[src/rtl/chad_intc.sv]
// Interrupt controller: 15 synchronized edge-triggered sources with pend/enable
// masks, fixed priority (lowest index wins) and a registered irq/ivec pair.

module chad_intc_src (
  input  logic clk,
  input  logic reset,
  input  logic src,
  input  logic set_sw,
  input  logic clr,
  output logic pend,
  output logic pend_nxt
);
  logic s1, s2, s3;

  // Any set (edge or software) beats a clear arriving on the same edge.
  assign pend_nxt = (s2 & ~s3) | set_sw | (pend & ~clr);

  always_ff @(posedge clk or posedge reset) begin
    if (reset) begin
      s1   <= 1'b0;
      s2   <= 1'b0;
      s3   <= 1'b0;
      pend <= 1'b0;
    end else begin
      s1   <= src;
      s2   <= s1;
      s3   <= s2;
      pend <= pend_nxt;
    end
  end
endmodule

module chad_intc #(
  parameter int WIDTH = 18
) (
  input  logic             clk,
  input  logic             reset,
  input  logic             hold,
  input  logic             sel,
  input  logic [1:0]       addr,
  input  logic             io_rd,
  input  logic             io_wr,
  input  logic [WIDTH-1:0] din,
  output logic [WIDTH-1:0] rdata,
  input  logic [15:0]      src,
  output logic             irq,
  output logic [3:0]       ivec,
  input  logic             iack
);
  localparam logic [1:0] A_PEND  = 2'd0;
  localparam logic [1:0] A_EN    = 2'd1;
  localparam logic [1:0] A_SWSET = 2'd2;
  localparam logic [1:0] A_CTRL  = 2'd3;

  logic        we, ack;
  logic [15:1] pend, pend_nxt, en, en_nxt, set_sw, clr, active_nxt;
  logic        gie, gie_nxt, irq_nxt;
  logic [3:0]  ivec_nxt;

  // Reads are side-effect free; src[0] has no lane.
  logic unused_bits;
  assign unused_bits = ^{io_rd, src[0], din};

  assign we  = sel & io_wr & ~hold;
  assign ack = iack & irq;

  for (genvar k = 1; k < 16; k++) begin : g_src
    chad_intc_src u_src (
      .clk     (clk),
      .reset   (reset),
      .src     (src[k]),
      .set_sw  (set_sw[k]),
      .clr     (clr[k]),
      .pend    (pend[k]),
      .pend_nxt(pend_nxt[k])
    );
  end

  always_comb begin
    set_sw  = '0;
    clr     = '0;
    en_nxt  = en;
    gie_nxt = gie & ~ack;
    for (int k = 1; k < 16; k++)
      if (ack && ivec == 4'(k)) clr[k] = 1'b1;
    if (we) begin
      case (addr)
        A_PEND:  clr     = clr | din[15:1];
        A_EN:    en_nxt  = din[15:1];
        A_SWSET: set_sw  = din[15:1];
        A_CTRL:  gie_nxt = din[0];
        default: ;
      endcase
    end
  end

  // irq/ivec track next-state so they move on the same edge as their cause.
  assign active_nxt = pend_nxt & en_nxt;
  assign irq_nxt    = gie_nxt & (|active_nxt);

  always_comb begin
    ivec_nxt = '0;
    for (int k = 15; k >= 1; k--)
      if (active_nxt[k]) ivec_nxt = 4'(k);
  end

  always_ff @(posedge clk or posedge reset) begin
    if (reset) begin
      en   <= '0;
      gie  <= 1'b0;
      irq  <= 1'b0;
      ivec <= '0;
    end else begin
      en   <= en_nxt;
      gie  <= gie_nxt;
      irq  <= irq_nxt;
      ivec <= ivec_nxt;
    end
  end

  always_comb begin
    rdata = '0;
    case (addr)
      A_PEND: rdata[15:1] = pend;
      A_EN:   rdata[15:1] = en;
      A_CTRL: begin
        rdata[0]   = gie;
        rdata[1]   = irq;
        rdata[7:4] = ivec;
      end
      default: ;
    endcase
  end
endmodule
[config.mk]
export PLATFORM = sky130hd
export DESIGN_NAME = chad_intc
export DESIGN_NICKNAME = d
export VERILOG_FILES = /design/src/rtl/chad_intc.sv
export SDC_FILE = /design/constraint.sdc
export NUM_CORES = 1
export LEC_CHECK = 0
export ABC_AREA = 1
export CAP_MARGIN = 20
export CORE_MARGIN = 10
export CORE_UTILIZATION = 40
export DETAILED_ROUTE_END_ITERATION = 10
export SETUP_SLACK_MARGIN = 0.05
export SYNTH_ARGS = -nofsm -noshare
export SYNTH_HDL_FRONTEND = slang
export SYNTH_SLANG_ARGS = --single-unit
[constraint.sdc]
create_clock -name clk -period 4.9 [get_ports clk]
set_input_delay 0.49 -clock clk [delete_from_list [all_inputs] [get_ports clk]]
set_output_delay 0.49 -clock clk [all_outputs]
set_load 0.005 [all_outputs]
# Word level (Yosys, flattened, before mapping)
# Cells that the tools add are included.
# Widths: inputs -> output; s select.
[op_classes] eq_ne=18 n_mux=43 bitwise_logic=99 reduce_logical=17
[op_table] cell="$mux 15" n=6
[op_table] cell="$mux 4" n=15
[op_table] cell="$and 1x1->1" n=35
[op_table] cell="$eq 4x4->1 const B" n=8
[op_table] cell="$not 1->1" n=32
[op_table] cell="$or 1x1->1" n=30
[op_table] cell="$mux 1" n=18
[op_table] cell="$eq 4x3->1 const B" n=4
[op_table] cell="$pmux 8 s2" n=1
[op_table] cell="$and 15x15->15" n=1
[op_table] cell="$logic_and 1x1->1" n=15
[op_table] cell="$or 15x15->15" n=1
[op_table] cell="$reduce_or 15->1" n=1
[op_table] cell="$pmux 4 s3" n=1
[op_table] cell="$eq 4x2->1 const B" n=2
[op_table] cell="$eq 2x2->1 const B" n=2
[op_table] cell="$eq 4x1->1 const B" n=1
[op_table] cell="$pmux 2 s2" n=1
[op_table] cell="$pmux 1 s3" n=1
[op_table] cell="$eq 2x1->1 const B" n=1
[op_table] cell="$logic_not 2->1" n=1
[totals] reg_bits=81 input_bits=43

# Logic depth before layout (Yosys ltp)
[logic_depth] ltp_word=25 depth_mapped=21 ltp_nobuf=20

# Cells and area by module
# Synthesis repeated with hierarchy kept, for this count alone.
[unflattened] cells_unflattened=422 hier_area_um2=3653.5
[modules_own_cells] module="chad_intc_src" instances=15 cells_each=11 area_per_inst_um2=135.1
[modules_own_cells] module="chad_intc" instances=1 cells_each=257 area_per_inst_um2=1626.6

# Worst setup path before layout
# OpenSTA, ideal clock, no wires.
[synth_timing] kind="input to register" from="input sel" to="register irq" t_arrival_ns=1.750 required_ns=4.781 path_slack_ns=3.031 stages=11 path_buffers=3 path_cell_list="nand2_2 nor2_8 nand2_2 buf_6 buf_6 buf_6 o21ai_1 nor2_1 nor2_2 nand2_1 o21a_1"
[synth_between] elab_chain_cells=9
[synth_rtl] element="start: declaration" line="39" rtl="input logic sel,"
[synth_rtl] element="$and 1x1->1 * (2 in a row)" line="64" rtl="assign we = sel & io_wr & ~hold;"
[synth_rtl] element="$mux 15" line="86" rtl="if (we) begin"
[synth_rtl] element="$not 1->1" line="16" rtl="assign pend_nxt = (s2 & ~s3) | set_sw | (pend & ~clr);"
[synth_rtl] element="$and 1x1->1" line="16"
[synth_rtl] element="$or 1x1->1" line="16"
[synth_rtl] element="$and 15x15->15" line="98" rtl="assign active_nxt = pend_nxt & en_nxt;"
[synth_rtl] element="$reduce_or 15->1" line="99" rtl="assign irq_nxt = gie_nxt & (|active_nxt);"
[synth_rtl] element="$and 1x1->1 *" line="99"
[synth_rtl] element="via irq_nxt" line="57" rtl="logic gie, gie_nxt, irq_nxt;"
[synth_rtl] element="end signal: assignment" line="116" rtl="irq <= irq_nxt;"
[synth_rtl] element="end: declaration" line="46" rtl="output logic irq,"
# Mark *: on every way through the listed nets, which the timed path passes. The rest lies on a longest branch.

# Worst setup path in the final report
[layout_timing] from="input addr[0]" to="register ivec[0]"
[layout_lines] element="start: declaration" line="40" rtl="input logic [1:0] addr,"
[layout_lines] element="$eq 2x1->1" line="87" rtl="case (addr)"
[layout_lines] element="$mux 15" line="87"
[layout_lines] element="$mux 15" line="86"
[layout_lines] element="via en_nxt, one bit" line="56" rtl="logic [15:1] pend, pend_nxt, en, en_nxt, set_sw, clr, active_nxt;"
[layout_lines] element="$and 15x15->15" line="98"
[layout_lines] element="$mux 4 (14 in a row)" line="104" rtl="if (active_nxt[k]) ivec_nxt = 4'(k);"
[layout_lines] element="via ivec_nxt[0]" line="58" rtl="logic [3:0] ivec_nxt;"
[layout_lines] element="end signal: assignment" line="117" rtl="ivec <= ivec_nxt;"
[layout_lines] element="end: declaration" line="47" rtl="output logic [3:0] ivec,"
# The timed path passes the listed nets, and every way through them passes these cells.

==> impl_metrics.ini <==
[layout]
nets = 447
diodes = 0
num-fill-cells = 798
final_cell_mix = dfrtp_1, nand2_1, clkdlybuf4s50_1
syn_to_final_growth_pct = 25.0
seq_area_um2 = 2030
multiInputGateArea_um2 = 1040
layout_commonest_cell = dfrtp_1
drive_gt1_share_pct = 12.0

[power_and_ir_drop]
p_leak_nw = 1.94
p_per_area_nw_per_um2 = 373
vdd_drop_max_v = 0.000212

[routing]
drt_iter0_drc = 137
wl_um = 7950
ant_nets = 0
dr.pass1.iters = 4
wl_per_cell_um = 15.5
viasPerCell = 4.82
drc = 0
num_vias = 2471

[grt]
gr-total-overflow = 0
grt.total_usage_pct = 12.7
antenna_found_initial = 0
grt_pass1_wl_um = 12900
grt_pass1_vias = 2546
grt_max_degree = 50

[floorplanning]
die_w_um = 112
fp-row-count = 33
dieHeight_um = 112
num_io_pins = 66
core-area_um2 = 8180
die-area_um2 = 12400
start_util_pct = 41.0

[setup_path]
startpoint_type = input port
critical_path_class = input port to flop
crit_fanout = 30
cp-end-kind = flop
worstPathRequired_ns = 5.13
crit_arrival_ns = 3.14

[logic_synthesis]
synth-compound-area-share_pct = 15.0
synth_top_family_by_area = simple AND/OR/NAND/NOR gates
yosysSeqAreaShare_pct = 60.4
ys_types = 31
ys_warn_count = 0
synthSimpleGateAreaFrac_pct = 16.0
syn_avg_cell_area_um2 = 9.87
synthCells = 340
syn_area_um2 = 3350
synthMuxAreaShare_pct = 0
synth_xor_area_share_pct = 0
synth_fa_ha_area_share_pct = 0
ys_seq_elements = 81

[clocking]
clk_root_buffer_cell = clkbuf_8
cts_tree = yes
htreeDepth = 3
cts_made_buffers = 9
insertion_delay_ns = 0.34
postCtsSetupBuffers = 0
clk_pin_slew_ns = 0.08
clockBufferDepth = 2
cts_resized = 0
ctsHoldBuffers = 0
cts_sinks = 81

[sta]
skew_ns = 0.00826
worst_pin_slew_ns = 0.835
timing.final.crit_share_pct = 59.4
slew-limit-headroom_pct = 44.3
final-setup-viol-count = 0
timing.setup.tns_ns = 0
setup_slack_ns = 1.99
fmax_mhz = 344
maxSlewViolCount = 0
rsz0062_at_grt = no
fin_crit_ns = 2.91
hold_viol = 0

[placement]
place_ws_ns = 1.64
dpl.hpwl_um = 5720
io_buffers = 59
gp_congestion = 0.815

[status]
status = complete, no violations

[run]
maxCapViolCount = 0

[worst_hold_path]
hold_path.class = flop to flop
==> flip-flops by register name (all words and copies together) (netlist names) <==
signal	count
g_src.u_src.s1	15
g_src.u_src.pend	15
en	15
ivec	4
irq	1
g_src.u_src.s2	15
gie	1
g_src.u_src.s3	15
==> cells in the mapped netlist <==
cell type	instances	share of area (%)
inv_1	54	6.0
nor2_4	1	0.34
clkinv_1	1	0.11
o221ai_1	11	2.9
o21ai_2	7	1.8
a22o_1	4	1.0
a22oi_1	1	0.22
o21ai_1	8	1.2
conb_1	1	0.11
nor2_1	17	1.9
nand2_2	13	2.4
o21bai_1	1	0.22
a31oi_1	3	0.56
dfrtp_1	81	60
o21ai_0	13	1.9
a21oi_2	2	0.52
nand3_1	15	2.2
clkbuf_1	1	0.11
a21oi_1	8	1.2
buf_2	1	0.15
nand2_1	69	7.7
o211ai_1	10	2.2
o21a_1	2	0.45
buf_1	1	0.11
buf_6	4	1.3
nor2_2	4	0.75
inv_2	2	0.22
o221ai_2	1	0.45
a21boi_1	1	0.22
buf_4	2	0.45
nor2_8	1	0.60
==> cell families (layout without fill, tap and decap cells) <==
group,after synthesis,after routing
DFF,81,81
buffers and inverters,66,133
and+or+nand+nor,120,120
AOI/OAI and AO/OA,72,72
other,1,2
==> worst max-delay path, cell delays in order <==
cell and delay (ns):
clkdlybuf4s50_1 0.53, inv_2 0.07, nor2_4 0.34, nand2_2 0.54, o21ai_1 0.35, nand2_1 0.10
nand2_1 0.09, nand2_1 0.05, nand2_1 0.05, nand2_1 0.04, nand2_1 0.05, nand2_1 0.05
nand2_1 0.05, nand2_1 0.05, nand2_1 0.05, nand2_1 0.05, nand2_1 0.06, nand2_1 0.05
nand2_1 0.05, nand2_1 0.04
==> area by class of cell <==
cell class	count	area share, %
flip-flops and latches	81	48.3
inverters	57	5.13
clock buffers	10	3.28
multi-input cells	194	24.9
well taps	105	3.13
clock inverters	5	0.776
repair buffers	61	14.4
==> final timing paths <==
path | from | depth (start not counted) | end | slack [ns]
max in group asynchronous | reset | 3 | g_src[4].u_src.s2 | 3.40
min | g_src[3].u_src.s1 | 0 | g_src[3].u_src.s2 | 0.35
max reg2reg | irq | 16 | ivec[0] | 2.79
min in group asynchronous | reset | 2 | g_src[12].u_src.s1 | 0.60
max | addr[0] | 20 | ivec[0] | 1.99
min reg2reg | g_src[3].u_src.s1 | 0 | g_src[3].u_src.s2 | 0.35
==> per-stage QoR <==
stage	util (%)	hold slack, ns	cell area (um2)	cells	power (W)
floorplan	-	0.331	3360	341	0.000993
global placement	49.2	0.333	4020	498	0.00115
detailed placement	49.2	0.336	4020	498	0.00116
CTS	51.3	0.352	4190	513	0.00159
global route	51.3	0.361	4190	513	0.00167
finish	51.3	0.350	4190	513	0.00157
==> where the power goes <==
group          switching, W  internal, W  leakage, nW
clock network      0.000233     0.000193       0.0802
logic              0.000198     0.000159        0.944
registers         0.0000449     0.000738        0.921
==> per-layer routing <==
layer  vias up  part of all wire, %  track usage, %
met4         0                  1.4            4.11
met1      1189                   47            16.0
li1       1223                    -               -
met3         7                  4.5            4.51
met2        52                   48            20.1
met5         -                    0               0
No activity file was read; power rests on OpenSTA's default activity.
